$ cat src/rtl/multimode_wave_gen.sv
// multimode_wave_gen: phase-accumulator generator for saw/triangle/rhomboid/square waves
// with a pending configuration that is swapped in only at a period boundary.
module multimode_wave_gen #(
  parameter int WIDTH  = 8,
  parameter int STEP_W = 8
) (
  input  logic              clk,
  input  logic              rst,
  input  logic              en,
  input  logic              load,
  input  logic [1:0]        mode,
  input  logic [STEP_W-1:0] step,
  output logic [WIDTH-1:0]  wave_out,
  output logic              sample_valid,
  output logic              period_start,
  output logic              cfg_pending
);
  typedef enum logic [1:0] {IDLE, RUN, RUN_PEND} state_t;
  state_t           state, state_nx;
  logic [WIDTH-1:0] ph, step_act, pend_step, base, wave_nx;
  logic [WIDTH:0]   sum;
  logic [1:0]       mode_act, pend_mode;
  logic             toggle, apply;
  always_comb begin
    sum      = {1'b0, ph} + {1'b0, step_act};
    apply    = cfg_pending && (state == IDLE || step_act == '0 || (en && sum[WIDTH]));
    base     = ph[WIDTH-1] ? ~ph : ph;
    wave_nx  = mode_act == 2'd0 ? ph :
               mode_act == 2'd1 ? (ph[WIDTH-1] ? ~{ph[WIDTH-2:0], 1'b0} : {ph[WIDTH-2:0], 1'b0}) :
               mode_act == 2'd2 ? (toggle ? base : ~base + 1'b1) :
               {WIDTH{ph[WIDTH-1]}};
    state_nx = !en ? IDLE : (load || (cfg_pending && !apply)) ? RUN_PEND : RUN;
  end
  always_ff @(posedge clk or negedge rst) begin
    if (!rst) begin
      state        <= IDLE;
      ph           <= '0;
      wave_out     <= '0;
      sample_valid <= 1'b0;
      period_start <= 1'b0;
      cfg_pending  <= 1'b0;
      toggle       <= 1'b1;
      mode_act     <= 2'd0;
      step_act     <= WIDTH'(1);
      pend_mode    <= 2'd0;
      pend_step    <= '0;
    end else begin
      state        <= state_nx;
      sample_valid <= en;
      period_start <= en && ph < step_act;
      cfg_pending  <= load || (cfg_pending && !apply);
      if (load) begin
        pend_mode <= mode;
        pend_step <= WIDTH'(step);
      end
      if (en) begin
        wave_out <= wave_nx;
        ph       <= sum[WIDTH-1:0];
        toggle   <= ~toggle;
      end
      // apply overrides the phase advance; the sample above still used the old config
      if (apply) begin
        mode_act <= pend_mode;
        step_act <= pend_step;
        ph       <= '0;
        toggle   <= 1'b1;
      end
    end
  end
endmodule

$ cat config.mk
export PLATFORM = sky130hd
export DESIGN_NAME = multimode_wave_gen
export DESIGN_NICKNAME = d
export VERILOG_FILES = /design/src/rtl/multimode_wave_gen.sv
export SDC_FILE = /design/constraint.sdc
export NUM_CORES = 1
export LEC_CHECK = 0
export ABC_AREA = 1
export BUFFER_PORTS_ARGS = -buffer_cell sky130_fd_sc_hd__buf_2
export CORE_MARGIN = 1
export CORE_UTILIZATION = 32
export CTS_CLUSTER_DIAMETER = 200
export DETAILED_ROUTE_END_ITERATION = 8
export GPL_TIMING_DRIVEN = 0
export SYNTH_ARGS = -nofsm -noshare
export SYNTH_HDL_FRONTEND = slang
export SYNTH_SLANG_ARGS = --single-unit
$ cat constraint.sdc
create_clock -name clk -period 2.6 [get_ports clk]
set_input_delay 0.26 -clock clk [delete_from_list [all_inputs] [get_ports clk]]
set_output_delay 0.26 -clock clk [all_outputs]
set_load 0.005 [all_outputs]
# Yosys cells after proc, flatten, opt, wreduce, memory -nomap -nowiden
# Cells that the tools add are included.
[totals]
out_inout_bits = 11
latchBits = 0
ram_bits = 0
register_bits = 42
mem_bits_ro = 0
memories = 0
[classes]
n_div = 0
multipliers = 0
shifts = 0
reduce_logical = 12
add_sub_neg = 2
eq_ne = 2
magnitude_cmp = 1
bitwise_logic = 4
muxes = 12
[ops]
columns = ["cell", "n"]
rows = [
  ["two-way mux 8 bit", 8],
  ["inverter 8 bit", 3],
  ["adder 8 x 8 -> 9 bit", 1],
  ["adder 8 x 1 -> 8 bit, second input constant", 1],
  ["zero test 8 bit", 1],
  ["less-than comparator 8 bit", 1],
  ["logical AND 1 bit", 4],
  ["zero test 2 bit", 2],
  ["two-way mux 2 bit", 2],
  ["logical OR 1 bit", 3],
  ["== test 2 x 1 -> 1 bit, second input constant", 1],
  ["== test 2 bit, second input constant", 1],
  ["two-way mux 1 bit", 2],
  ["nonzero test 2 bit", 1],
  ["zero test 1 bit", 1],
  ["inverter 1 bit", 1],
]

# Depth between registers and ports, before layout
[logic_depth]
word_depth = 9
ltp_mapped = 15

# Least setup slack after synthesis
# No wires, ideal clock.
[synth_timing]
kind = "flip-flop to flip-flop"
from = "register step_act[0]"
to = "register mode_act[0]"
setup_slack_ns = 0.512
t_arrival_ns = 1.971
required_time_ns = 2.482
path_stages_with_launch = 15
setup_time_ns = 0.118
synth_period_minus_slack_ns = 2.088
cell_sequence = "dfstp_2 ha_1 inv_1 fa_1 o21ai_1 nand2_1 nand2_1 nand4_1 nand2_1 nand2_1 nand2_2 nand2_4 buf_6 nand2_1 o21ai_2"
[synth_via]
elab_chain_cells = 4
word_cells_on_any_way = 6
cone_classes = "1 x add/sub; 5 x reduce/logical"
[synth_rtl]
columns = ["item", "line", "text"]
rows = [
  ["from (decl)", "20", "logic [WIDTH-1:0] ph, step_act, pend_step, base, wave_nx;"],
  ["from (signal assigned)", "64", "step_act <= pend_step;"],
  ["adder 8 x 8 -> 9 bit or zero test 8 bit (tied branches)", "25, 26", ""],
  ["logical AND 1 bit or logical OR 1 bit (tied branches)", "26", "apply = cfg_pending && (state == IDLE || step_act == '0 || (en && sum[WIDTH]));"],
  ["logical OR 1 bit (*)", "26", ""],
  ["logical AND 1 bit (*)", "26", ""],
  ["to (signal assigned)", "63", "mode_act <= pend_mode;"],
  ["to (decl)", "22", "logic [1:0] mode_act, pend_mode;"],
]
# Mark *: on every way between the ends. The rest lies on a longest branch, timed or not.
# A chain may end at the register's enable or synchronous reset.

# Worst setup path in the final report
[layout_timing]
from = "register step_act[0]"
to = "register step_act[5]"
[layout_via]
elab_chain_cells = 4
word_cells_on_any_way = 6
cone_classes = "1 x add/sub; 5 x reduce/logical"
[layout_rtl]
columns = ["item", "line"]
rows = [
  ["adder 8 x 8 -> 9 bit or zero test 8 bit (tied branches)", "25, 26"],
  ["logical AND 1 bit or logical OR 1 bit (tied branches)", "26"],
  ["logical OR 1 bit (*)", "26"],
  ["logical AND 1 bit (*)", "26"],
]
# Marks and branches as above.

==> metrics <==
status=complete, no violations; final net count=394; Clock Power Share=14.0%; met3 GRT Util=3.038%; share of layout cells above drive strength 1=17.08%; DR WL/cell=12.04 um; Fin. Hold Viols=0; clock tree buffer depth=2; IO Port Bufs=24; Max Slew Vio Count=0; slew margin rel.=36.11%; Leak Pwr=0.001543 uW; Worst EP required=2.80 ns; initial antenna violation count=0; cts bufs inserted=5; post-detail-place hpwl=4227 um; drt total wl=5600 um; sequential-to-total area share from yosys stat=40.13%; drt via density=4.643; Area Overhead vs Synth=13.20%; largest fanout on the critical path=10; layer with the highest usage=met2; # Max-Cap Violations=0; floorplan row count=32; Initial Utilization=33.45%; Top cell by count, worst path=nand2_1; slowest stage delay, CP=0.58 ns; first-pass iteration count of the detailed router=4; Synth Warn #=0; post-synth cell types=39; Worst Hold Class=input port to asynchronous set/reset pin; CTS tree=built; worst skew pair latency=0.31 ns; Clock Sinks=42; post-layout min period=2.343 ns; FMAX=426.9 MHz; Antenna Diode Count=0; slew at the pin closest to its max-slew limit=0.9584 ns; H-Tree Depth=2; clk root buf=clkbuf_8; RSZ-0062 raised after global routing=false; CP arrival=2.54 ns; vias in the first global route=2120; core area=7848 sq um; CP delay by family, top=simple AND/OR/NAND/NOR gates; slowest stage cell, crit path=dfstp_2; peak supply drop=0.0003529 V; Post-route DRC=0; total global-route track usage=14.85%; CP Capture Type=flop; Sw Pwr=1623 uW; Finished Core Util=37.87%; first-pass GRT wire length=9929 um; most frequent cells in the layout=nand2_1, inv_1, dfrtp_1; Final setup viols=0; antenna viol nets, final=0; Mapped Avg Cell Area=7.931 sq um; drt first-iter violations=129; M2 GR Usage=24.88%; Die Width=92.57 um; Post CTS Setup Buffer Count=0; Filler cells=868; Netlist Area Pre-Place=2625 sq um; skew final=0.009927 ns; Internal=1797 uW; GRT Residual Overflow=0; num ports=25; #FFs+latches synth=42; largest net degree at the start of global routing=43; grt met1 use=19.42%; number of buffers and inverters on the critical path=2; setup TNS=0 ns; CTS Hold Buffers Added=0; via count=2159; kind of critical path=flop to flop; Sw Share=47.44%; Final Hold Slack=0.09719 ns; Worst setup SP type=flop; commonest non-fill, non-tap cell in the layout=nand2_1; Gate Count Post-Synth=331; Die H=92.57 um; Final Cycle Share=90.10%; Pwr Density=1151 nW/um^2; Mapped Nets=363; CTS clk-pin slew, worst paths=0.10 ns; Comb pwr share=53.2%; gp weighted congestion=0.8810; Seq pwr share=32.8%; die area=8569 sq um; crit-path cells=ha_1 > inv_1 > fa_1 > o21ai_1 > nand2_1 > nand2_1 > nand4_1 > nand2_1 > nand2_1 > nand2_2 > nand2_4 > buf_6 > nand2_1 > o21ai_2; post-CTS resize count=0
[state kept, by name, indices dropped and copies added, names as in the netlist]
name and count:
mode_act 2, ph 8, step_act 8, wave_out 8, state 2, pend_step 8, sample_valid 1, cfg_pending 1
toggle 1, pend_mode 2, period_start 1
[cells by family (layout without fill, tap and decap cells)]
logic type	count (synthesis)	count (layout)	synth area share, %
AOI/OAI and AO/OA	74	74	17.06
buffers and inverters	59	91	9.533
adders and majority gates	18	18	8.865
and+or+nand+nor	132	132	21.40
DFF	42	42	40.13
xor gates and xnor gates	6	6	3.003
[power groups by stage]
stage          clock network (uW)  logic, uW  registers, uW
2_1_floorplan                   0       1420           1080
3_3_place_gp                    0       1790           1130
3_5_place_dp                    0       1820           1130
4_1_cts                       488       1820           1120
5_1_grt                       511       2120           1160
6_report                      479       1820           1120
[final timing paths]
kind / from / to / slack (ns) / depth (start not counted)
worst max-delay path: step_act[0] / step_act[5] / 0.26 / 14
worst min-delay path: rst / ph[3] / 0.1 / 1
worst max register to register: step_act[0] / step_act[5] / 0.26 / 14
worst min register to register: wave_out[7] / wave_out[7] / 0.48 / 2
max in group asynchronous: rst / wave_out[4] / 1.90 / 1
min in group clk: en / sample_valid / 0.14 / 1
[cells in the mapped netlist]
cell / count / area share [%]
a211o_1: 1 / 0.33
a21o_1: 1 / 0.29
a21oi_1: 19 / 3.6
a221oi_1: 1 / 0.33
a22oi_1: 2 / 0.57
a31oi_1: 2 / 0.48
buf_2: 1 / 0.19
buf_6: 3 / 1.3
clkbuf_1: 3 / 0.43
clkinv_1: 1 / 0.14
dfrtp_1: 40 / 38
dfstp_2: 2 / 2.0
dlygate4sd1_1: 1 / 0.33
fa_1: 1 / 0.76
ha_1: 17 / 8.1
inv_1: 49 / 7.0
inv_2: 1 / 0.14
nand2_1: 84 / 12
nand2_2: 5 / 1.2
nand2_4: 1 / 0.43
nand3_1: 16 / 3.1
nand3b_1: 1 / 0.29
nand4_1: 2 / 0.48
nor2_1: 15 / 2.1
nor2_2: 2 / 0.48
nor3_1: 2 / 0.38
nor4_1: 2 / 0.48
o211ai_1: 3 / 0.86
o21ai_0: 29 / 5.5
o21ai_1: 2 / 0.38
o21ai_2: 11 / 3.7
o21bai_1: 2 / 0.57
o221a_2: 1 / 0.43
or2_1: 1 / 0.24
or2_2: 1 / 0.24
xnor2_1: 1 / 0.33
xor2_1: 3 / 1.0
xor2_2: 1 / 0.62
xor2_4: 1 / 1.0
[worst register-to-register path, cell delays in order (launching register included)]
cell	delay [ns]
dfstp_2	0.58
ha_1	0.17
inv_1	0.07
fa_1	0.40
o21ai_1	0.13
nand2_1	0.07
nand2_1	0.12
nand4_1	0.09
nand2_1	0.07
nand2_1	0.06
nand2_2	0.11
nand2_4	0.09
buf_6	0.15
nand2_1	0.07
o21ai_2	0.05
[layout make-up]
cell class	count	area (sq um)	area share, %
multi-input cells	230	1321	44.46
well taps	102	127.6	4.295
repair buffers	24	120.1	4.042
plain buffers	8	58.81	1.979
inverters	51	191.4	6.442
flip-flops and latches	42	1054	35.45
clock inverters	2	16.27	0.5474
clock buffers	6	82.58	2.779
[layer usage]
metal	share of wire [%]	wire length [um]
met1	50	2810
met2	46	2563
met3	3.1	171
met4	0.98	55
met5	0	0
[per-stage QoR]
step	power (uW)	instances	setup slack [ns]	instance area, sq um
global placement	2917	457	0.2546	2873
CTS	3436	465	0.2276	2972
detailed placement	2953	457	0.2319	2873
floorplan	2492	331	0.5115	2625
global route	3791	465	0.06959	2972
finish	3420	465	0.2573	2972
Power figures use the tool's default switching activity.
